<file path="config.mk">
export PLATFORM = sky130hd
export DESIGN_NAME = layer_sequencer
export DESIGN_NICKNAME = d
export VERILOG_FILES = /design/src/rtl/layer_pkg.sv /design/src/rtl/layer_sequencer_index_counter.sv /design/src/rtl/layer_sequencer.sv
export SDC_FILE = /design/constraint.sdc
export NUM_CORES = 1
export LEC_CHECK = 0
export ABC_AREA = 1
export BUFFER_PORTS_ARGS = -buffer_cell sky130_fd_sc_hd__buf_2
export CORE_MARGIN = 3
export CORE_UTILIZATION = 30
export DETAILED_ROUTE_END_ITERATION = 6
export GPL_TIMING_DRIVEN = 0
export PLACE_DENSITY = 0.63
export SKIP_LAST_GASP = 1
export SLEW_MARGIN = 20
export SYNTH_ARGS = -nofsm -noshare
export SYNTH_HDL_FRONTEND = slang
export SYNTH_SLANG_ARGS = --single-unit
</file>
<file path="constraint.sdc">
create_clock -name clock -period 1.4 [get_ports clock]
set_clock_uncertainty 0.1 [all_clocks]
set_input_delay 0.07 -clock clock [delete_from_list [all_inputs] [get_ports clock]]
set_output_delay 0.07 -clock clock [all_outputs]
set_load 0.01 [all_outputs]
</file>
<file path="src/rtl/layer_pkg.sv">
// Shared types for the layer sequencer. The state encoding is visible to the
// network controller for debug and status reporting.
package layer_pkg;

  typedef enum logic [2:0] {
    IDLE     = 3'd0,
    CLEAR    = 3'd1,
    ACCUM    = 3'd2,
    DRAIN    = 3'd3,
    BIAS     = 3'd4,
    ACTIVATE = 3'd5,
    HOLD     = 3'd6
  } layer_state_t;

endpackage

</file>
<file path="src/rtl/layer_sequencer_index_counter.sv">
// Up counter with a synchronous clear. It saturates at MAX, so it can never
// reach an address above MAX.
module index_counter #(
  parameter int unsigned MAX   = 1,
  parameter int unsigned WIDTH = 1
) (
  input  logic             clock,
  input  logic             reset,
  input  logic             i_clear,
  input  logic             i_enable,
  output logic [WIDTH-1:0] o_count
);

  logic [WIDTH-1:0] r_count;

  always_ff @(posedge clock or posedge reset) begin
    if (reset)
      r_count <= '0;
    else if (i_clear)
      r_count <= '0;
    else if (i_enable && (r_count != WIDTH'(MAX)))
      r_count <= r_count + WIDTH'(1);
  end

  assign o_count = r_count;

endmodule

</file>
<file path="src/rtl/layer_sequencer.sv">
// Sequences one fully-connected layer: clear, accumulate, drain the MAC pipeline,
// add bias, activate, then hold the result until the next layer accepts it.
module layer_sequencer
  import layer_pkg::*;
#(
  parameter int unsigned NUM_INPUTS  = 784,
  parameter int unsigned MAC_LATENCY = 1,
  parameter int unsigned INDEX_WIDTH = (NUM_INPUTS > 1) ? $clog2(NUM_INPUTS) : 1
) (
  input  logic                   clock,
  input  logic                   reset,
  input  logic                   start,
  input  logic                   abort,
  input  logic                   out_ready,
  output logic                   ready,
  output logic [INDEX_WIDTH-1:0] input_index,
  output logic                   mac_clear,
  output logic                   mac_enable,
  output logic                   bias_enable,
  output logic                   relu_reset_output,
  output logic                   relu_enable,
  output logic                   out_valid
);

  localparam int unsigned DRAIN_WIDTH = (MAC_LATENCY > 0) ? $clog2(MAC_LATENCY + 1) : 1;
  localparam int unsigned DRAIN_MAX   = (MAC_LATENCY > 0) ? MAC_LATENCY - 1 : 0;

  layer_state_t r_state;
  logic r_abort_flush;

  logic [INDEX_WIDTH-1:0] w_idx;
  logic [DRAIN_WIDTH-1:0] w_drn;
  logic w_idx_term;
  logic w_drn_term;

  assign w_idx_term = (w_idx == INDEX_WIDTH'(NUM_INPUTS - 1));
  assign w_drn_term = (w_drn == DRAIN_WIDTH'(DRAIN_MAX));

  // Counters are held at zero outside their own state and cleared on their last
  // cycle, so each phase always starts from zero without extra bookkeeping.
  index_counter #(
    .MAX   (NUM_INPUTS - 1),
    .WIDTH (INDEX_WIDTH)
  ) u_index_counter (
    .clock    (clock),
    .reset    (reset),
    .i_clear  (abort || (r_state != ACCUM) || w_idx_term),
    .i_enable (r_state == ACCUM),
    .o_count  (w_idx)
  );

  index_counter #(
    .MAX   (DRAIN_MAX),
    .WIDTH (DRAIN_WIDTH)
  ) u_drain_counter (
    .clock    (clock),
    .reset    (reset),
    .i_clear  (abort || (r_state != DRAIN) || w_drn_term),
    .i_enable (r_state == DRAIN),
    .o_count  (w_drn)
  );

  always_ff @(posedge clock or posedge reset) begin
    if (reset) begin
      r_state       <= IDLE;
      r_abort_flush <= 1'b0;
    end else begin
      r_abort_flush <= abort;
      if (abort) begin
        r_state <= IDLE;
      end else begin
        unique case (r_state)
          IDLE:     if (start) r_state <= CLEAR;
          CLEAR:    r_state <= ACCUM;
          ACCUM:    if (w_idx_term) r_state <= (MAC_LATENCY == 0) ? BIAS : DRAIN;
          DRAIN:    if (w_drn_term) r_state <= BIAS;
          BIAS:     r_state <= ACTIVATE;
          ACTIVATE: r_state <= HOLD;
          HOLD:     if (out_ready) r_state <= IDLE;
          default:  r_state <= IDLE;
        endcase
      end
    end
  end

  // The abort flush flag zeroes the ReLU stage for the cycle after a cancel.
  always_comb begin
    ready             = (r_state == IDLE);
    input_index       = (r_state == ACCUM) ? w_idx : '0;
    mac_clear         = (r_state == CLEAR);
    mac_enable        = (r_state == ACCUM);
    bias_enable       = (r_state == BIAS);
    relu_reset_output = (r_state == CLEAR) || r_abort_flush;
    relu_enable       = (r_state == ACTIVATE);
    out_valid         = (r_state == HOLD);
  end

endmodule

</file>
======== Word level (Yosys, flattened, before mapping) ========
Index checks and enable logic that the tools add are counted.
word-level totals
  register bits ........................... 15
  logic and storage cells ................. 43
  output and inout bits ................... 17
  input bits .............................. 5
operators by class
  reduce and logical (&&, ||, !) cells .... 11
  add/sub/neg operators ................... 2
  equal/unequal tests ..................... 14
  muxes and demuxes ....................... 11
  bitwise logic cells ..................... 1
operator list
  cell                                                              count
  10-bit two-way mux                                                3
  3-bit case mux with 7 select lines                                1
  3-bit two-way mux                                                 5
  3-bit != test (second input constant)                             4
  10-bit by 1-bit adder with 10-bit output (second input constant)  1
  10-bit == test (second input constant)                            1
  10-bit != test (second input constant)                            1
  3-bit == test (second input constant)                             3
  3-bit by 2-bit == test with 1-bit output (second input constant)  2
  3-bit by 2-bit != test with 1-bit output (second input constant)  2
  1-bit logical OR                                                  5
  4-bit AND reduction                                               1
  2-bit nonzero test                                                2
  3-bit by 1-bit == test with 1-bit output (second input constant)  1
  3-bit zero test                                                   1
  1-bit logical AND                                                 2
  1-bit two-way mux                                                 2
  1-bit adder (second input constant)                               1
  1-bit NOT                                                         1

======== Depth between registers and ports, before layout ========
Gate-level depths: netlist (run 1).
  word-level depth ........................ 4
  gate-level depth with buffers ........... 8
  gate-level depth less buffers ........... 8

======== Hierarchy ========
Synthesis (run 1) repeated with hierarchy kept, for this count alone.
second synthesis, totals
  cells, all modules ...................... 173
  area total of the unflattened synthesis .. 1,083.5 um^2
modules (own cells, without submodules)
  module                            cells an instance  times used  area an instance (um^2)  seq. area each (um^2)
  index_counter at u_index_counter  92                 1           624.3                    250.2
  layer_sequencer                   76                 1           416.6                    100.1
  index_counter at u_drain_counter  5                  1           42.5                     25.0

======== Worst setup path after synthesis (run 1) ========
OpenSTA, ideal clock, no wires.
  path type ............................... reg-to-reg
  start ................................... register u_index_counter.r_count[0], in the netlist u_index_counter.o_count[0]
  end ..................................... register r_state[0]
  data required time ...................... 1.235 ns
  setup slack ............................. 0.011 ns
  period minus slack after synthesis ...... 1.389 ns
  stages on the path, launching flop included .. 7
  library setup time ...................... 0.065 ns
  data arrival time ....................... 1.224 ns
  cells stage by stage .................... dfrtp_1 ha_1 nand3_2 o21ai_2 buf_6 nand3_2 nand2_1
between the ends
  word-level cells in the longest chain between the ends .. 3
ends and longest elaborated chain
  what                           RTL line                             RTL
  start, declared                layer_sequencer_index_counter.sv:14  logic [WIDTH-1:0] r_count;
  start signal, assigned         layer_sequencer_index_counter.sv:22  r_count <= r_count + WIDTH'(1);
  10-bit == test                 layer_sequencer.sv:36                assign w_idx_term = (w_idx == INDEX_WIDTH'(NUM_INPUTS - 1));
  3-bit != test (no line)        n/a
  4-bit AND reduction (no line)  n/a
  end signal, assigned           layer_sequencer.sv:75                ACCUM: if (w_idx_term) r_state <= (MAC_LATENCY == 0) ? BIAS : DRAIN;
  end, declared                  layer_sequencer.sv:28                layer_state_t r_state;
Every way passes these cells.
A chain may end at the register's enable or synchronous reset.

======== Worst setup path after layout (run 1) ========
  start ................................... register r_state[1]
  end ..................................... output port input_index[6]
between the ends
  word-level cells in the longest chain between the ends .. 2
ends and longest elaborated chain
  what                                      RTL line               RTL
  3-bit by 2-bit == test with 1-bit output  layer_sequencer.sv:89  input_index = (r_state == ACCUM) ? w_idx : '0;
  10-bit two-way mux                        layer_sequencer.sv:89
  end, declared                             layer_sequencer.sv:16  output logic [INDEX_WIDTH-1:0] input_index,
Every way passes these cells.

==> results.cfg, run 1 <==
[layout]
final_cells = 203
nFillCells = 287
nets = 179
final_common_cell = nand2_1
drive_above_1_share_pct = 43.6
antenna_cells = 0
area_growth_pct = 53.6
layout_common_cells = nand2_1 (26), inv_1 (19), nor2_1 (18)

[routing]
drt_iter0_drc = 28
ant_nets = 0
firstDrtPassIters = 5
drt_drc_violations_left = 0
wl_per_cell_um = 11.2
viasPerCell = 4.70
via_count = 954
finalWirelength_mm = 2.27

[timing]
max_freq_mhz = 685
tightestPinTransition_ns = 0.576
maxSlewViolCount = 0
whs_ns = 0.199
period_share_pct = 104
setup_viol = 11
rsz0062_at_grt = true
hold_viol = 0
slew-limit-headroom_pct = 61.5
finalCriticalPeriod_ns = 1.46
worst_slack_ns = -0.0605

[logic_synthesis]
synth_top_area_share_pct = 41.9
syn_inst = 129
yosys_warnings = 0
synth_fp_nets = 135
yosysUniqueCellTypes = 20
syn-cell-area_um2 = 896
ys_seq_area_share_pct = 41.9
synth_area_leaders = dfrtp_1 (42%), nor2_1 (14%), nand2_1 (12%)
syn_avg_cell_area_um2 = 6.94
ys_seq_elements = 15
synth_top_cell_by_area = dfrtp_1

[grt]
grt_max_degree = 16
grt_pass1_wl_mm = 3.22
track_usage_pct = 11.7
antenna_found_initial = 0
grt_pass1_vias = 752
grt_overflow_total = 0

[place]
gp_congestion = 0.863
dp.cells = 181
port_buffers = 21
dp_slack_ns = -0.170
post-dp-hpwl_mm = 1.45

[setup_path]
worstPathArrival_ns = 1.29
cp-end-kind = primary output
crit_chain = inv_2 > nor2_4 > nand2_4 > buf_6 > nor2_2 > buf_2
cp_slowest_stage_delay_ns = 0.38
critPathLaunchType = flop
r2r_slack_ns = 0
critPathRequiredTime_ns = 1.23
r2r_end = r_state[0]
critPathSlowestCell = dfrtp_1
rr_worst_depth = 6
path_class = flop to primary output
r2r_start = u_index_counter.o_count[0]
cp_max_fo = 5

[clocking]
numCtsBuffers = 3
clk_latency_ns = 0.28
cts.clk_slew.worst_paths_ns = 0.09
cts_tree = done
htreeDepth = 1
cts_buffer_depth = 2
cts_root_buf = clkbuf_4
cts.sink_count = 15

[min_path]
hold_depth = 7
hold_path_startpoint = start
min_path_type = primary input to flop
holdPathEnd = r_state[0]

[floorplanning]
num_rows = 19
die_w_um = 60.6
die_h_um = 60.6
dieArea_mm2 = 0.00368
core_area_mm2 = 0.00281
start_util_pct = 31.9
io_pins = 22

[pwr]
finalPower_mw = 1.48
cellPowerDensity_mw_per_mm2 = 1070
p_leak_nw = 0.664
max-vdd-ir-drop_mv = 0.455

[flow_run]
maxCapViolCount = 0

[run_status]
violations = negative setup slack
outcome = finished with violations
==> cells by family after synthesis <==
| logic type | after synthesis | synth area share (%) |
|---|---|---|
| AND/OR/NAND/NOR | 83 | 41.6 |
| flip-flops | 15 | 41.9 |
| XOR/XNOR | 1 | 0.978 |
| adder cells (fa/ha/maj) | 1 | 1.40 |
| other | 1 | 0.419 |
| buffers and inverters | 24 | 11.0 |
| AO/OA/AOI/OAI | 4 | 2.65 |
==> routing by layer <==
metal	GRT usage (%)	up-vias	routed length, um
met5	0	-	0
met3	1.91	6	120
met2	20.0	35	1130
met4	4.64	0	26
li1	-	482	-
met1	14.6	431	994
==> flip-flops by register name (all words and copies together), names as in the netlist <==
name	count
u_drain_counter.o_count	1
r_abort_flush	1
r_state	3
u_index_counter.o_count	10
==> synthesized netlist by cell type <==
| cell type | count |
|---|---|
| buf_6 | 1 |
| ha_1 | 1 |
| nor3_2 | 3 |
| nor2_1 | 33 |
| buf_2 | 1 |
| inv_1 | 22 |
| dfrtp_1 | 15 |
| xnor2_1 | 1 |
| nor3_1 | 2 |
| nand3_2 | 2 |
| a21oi_1 | 2 |
| o21ai_0 | 1 |
| or2_2 | 1 |
| nor3b_1 | 1 |
| o21ai_2 | 1 |
| conb_1 | 1 |
| nor2_2 | 1 |
| nand3_1 | 9 |
| nand4_1 | 3 |
| nand2_1 | 28 |
==> per-stage QoR <==
step / area, um2 / setup TNS, ns / utilization, %
global route: 1380 / -1.97 / 49.1
CTS: 1200 / -0.403 / 43.0
global placement: 1040 / -1.39 / 37.1
detailed placement: 1040 / -1.56 / 37.1
floorplan: 896 / 0 / -
finish: 1380 / -0.482 / 49.1
==> where the power goes <==
group	internal, mW	leakage [nW]	switching, mW
registers	0.468	0.201	0.0327
clock network	0.106	0.0177	0.140
logic	0.340	0.446	0.391
total	0.914	0.664	0.563
==> what timing repair did <==
item | 4_1_cts | 5_1_grt
cloned | 0 | 2
setup buffers | 8 | 5
setup endpoints to repair | 25 | 27
hold buffers | 3 | 0
pin swaps | 1 | 9
gates resized for setup | 12 | 37
hold endpoints to repair | 17 | 0
==> worst max path at each step <==
stage | start | end | slack (ns) | depth (start not counted)
detailed placement | u_index_counter.o_count[0] | r_state[0] | -0.17 | 6
CTS | r_state[0] | input_index[5] | -0.06 | 5
floorplan | u_index_counter.o_count[0] | r_state[0] | 0.01 | 6
global route | r_state[1] | input_index[6] | -0.12 | 6
global placement | u_index_counter.o_count[0] | r_state[0] | -0.16 | 6
finish | r_state[1] | input_index[6] | -0.06 | 6
==> critical path, delay by kind of cell (launching register included) <==
family                 cells  cell delay [ns]
DFF                        1             0.38
buffers and inverters      3             0.34
and+or+nand+nor            3             0.28
==> cell type report <==
type	count	area, um2	share of cell area, %
buffer	2	22.5	1.64
clock buffer	3	22.5	1.64
clock inverter	1	5.00	0.364
inverter	22	82.6	6.00
multi-input combinational	90	541	39.3
sequential	15	377	27.4
tap	31	38.8	2.82
timing repair buffer	39	288	20.9
Note: power is estimated with default switching activity, not from simulation.
==> run 2, diff against run 1 <==
Settings changed: CELL_PAD_IN_SITES_DETAIL_PLACEMENT set to 0, CELL_PAD_IN_SITES_GLOBAL_PLACEMENT set to 1, CORE_MARGIN 3 to not set, PLACE_DENSITY 0.63 to 0.8.
==> run 2 against run 1 <==
Compared with the run above: the flow still finishes with violations (negative setup slack); combinational power grew 6.0%; core utilization is 2.2 points higher; worst hold slack worse by 0.0081 ns; sequential power barely moved; clock power is 2% higher; global-route usage grew 2.2 points; total power increased by 3.4%; highest routed layer unchanged; fmax is 0.83% higher.
==> results.cfg, run 2 (synthesis gave the netlist of run 1 again) <==
[pwr]
p_leak_nw = 0.633
p_sw_share_pct = 38.6
seq_power_share_pct = 32.7
power.switching_uw = 589
max-vdd-ir-drop_mv = 0.802
internal-power_uw = 938
p_clk_share_pct = 16.5
p_comb_share_pct = 50.8
cellPowerDensity_mw_per_mm2 = 1070
finalPower_mw = 1.53

[layout]
layout_common_cells = nand2_1 (25), inv_1 (19), nor2_1 (16)
final_common_cell = nand2_1
largest_reg_flops = 10
area_growth_pct = 59.2
finalInstanceArea_mm2 = 0.00143
nets = 176
antenna_cells = 0
drive_above_1_share_pct = 45.6

[grt]
grt_overflow_total = 0
grt_pass1_wl_mm = 3.46
antenna_found_initial = 0
track_usage_pct = 13.9
grt_max_degree = 16
grt_pass1_vias = 806

[routing]
viasPerCell = 4.76
drt_drc_violations_left = 0
ant_nets = 0
drt_iter0_drc = 48
firstDrtPassIters = 4
finalWirelength_mm = 2.31
wl_per_cell_um = 11.6
via_count = 952

[timing]
slew-limit-headroom_pct = 61.9
maxSlewViolCount = 0
max_freq_mhz = 690
rsz0062_at_grt = true
hold_viol = 0
worst_slack_ns = -0.0486
finalCriticalPeriod_ns = 1.45
setup_viol = 15
finalSetupTns_ns = -0.498
tightestPinTransition_ns = 0.570
period_share_pct = 103

[clocking]
clk_latency_ns = 0.29
cts.clk_slew.worst_paths_ns = 0.10
htreeDepth = 1
cts.sink_count = 15
numCtsBuffers = 3
cts_tree = done
cts_root_buf = clkbuf_4
cts_buffer_depth = 2

[flow_run]
maxCapViolCount = 0

[setup_path]
cp_slowest_stage_delay_ns = 0.36
cp_max_fo = 5
cp-end-kind = primary output
critPathLaunchType = flop
critPathSlowestCell = dfrtp_1
crit_chain = inv_1 > nor2_2 > nand2_2 > buf_8 > nor2_4 > buf_6
critPathRequiredTime_ns = 1.23
worstPathArrival_ns = 1.28
path_class = flop to primary output

[min_path]
min_path_type = primary input to flop

[floorplanning]
core_area_mm2 = 0.00278
die_h_um = 56.6
num_rows = 19
die_w_um = 56.6
io_pins = 22
start_util_pct = 32.2
dieArea_mm2 = 0.00321

[place]
place_area_mm2 = 0.00104
gp_congestion = 0.849
dp_slack_ns = -0.196
port_buffers = 21
post-dp-hpwl_mm = 1.47

[run_status]
violations = negative setup slack
outcome = finished with violations
run 2: cell types whose count changed in the layout (fill, tap and decap cells not counted), sizes merged:
cell    delta
clkinv     -1
clkbuf     +1
buf        -3
run 2: worst max-delay path: cells and delay by family, from the launching register on:
family	cells	cell delay (ns)
DFF	1	0.36
buffers and inverters	3	0.33
and+or+nand+nor	3	0.29
run 2: power by group through the flow:
| stage | clock [mW] | combinational [mW] | sequential, mW |
|---|---|---|---|
| 2_1_floorplan | 0 | 0.270 | 0.511 |
| 3_3_place_gp | 0 | 0.373 | 0.523 |
| 3_5_place_dp | 0 | 0.377 | 0.524 |
| 4_1_cts | 0.254 | 0.558 | 0.492 |
| 5_1_grt | 0.283 | 0.841 | 0.504 |
| 6_report | 0.252 | 0.775 | 0.500 |
run 2: cell type report:
type,count,area (um2)
Clock buffer,4,26.3
Sequential cell,15,378
Inverter,22,82.6
Tap cell,31,38.8
Timing Repair Buffer,36,298
Fill cell,265,1360
Multi-Input combinational cell,90,577
Buffer,2,26.3
run 2: worst paths after layout:
check / startpoint / end / slack, ns / cells past startpoint
setup / recovery: r_state[1] / input_index[3] / -0.05 / 6
hold / removal: start / r_state[1] / 0.19 / 7
setup reg to reg: r_state[1] / u_index_counter.o_count[4] / -0.04 / 8
hold reg to reg: u_drain_counter.o_count / r_state[0] / 0.49 / 2
max in group asynchronous: reset / u_index_counter.o_count[7] / 0.51 / 3
min in group asynchronous: reset / u_index_counter.o_count[9] / 0.26 / 3
run 2: stage by stage:
| stage | std cells | hold WS, ns | utilization, % |
|---|---|---|---|
| after floorplan | 129 | -0.129 | - |
| after global placement | 181 | 0.0541 | 37.4 |
| after detailed placement | 181 | 0.0578 | 37.4 |
| after CTS | 198 | 0.208 | 43.5 |
| after global routing | 200 | 0.270 | 51.3 |
| final | 200 | 0.191 | 51.3 |
run 2: per-layer routing:
metal | up-vias | share of wire [%] | global-route usage [%]
met4 | 0 | 1.3 | 7.32
met2 | 32 | 51 | 23.9
li1 | 477 | - | -
met5 | - | 0 | 0
met3 | 5 | 6.4 | 1.61
met1 | 438 | 41 | 16.9
run 2: what timing repair did:
item,4_1_cts,5_1_grt
pin swaps,2,9
gates resized for setup,11,53
hold endpoints to repair,17,0
buffers inserted,9,1
hold buffers,3,0
cloned,1,1
endpoints found under the setup margin,25,28
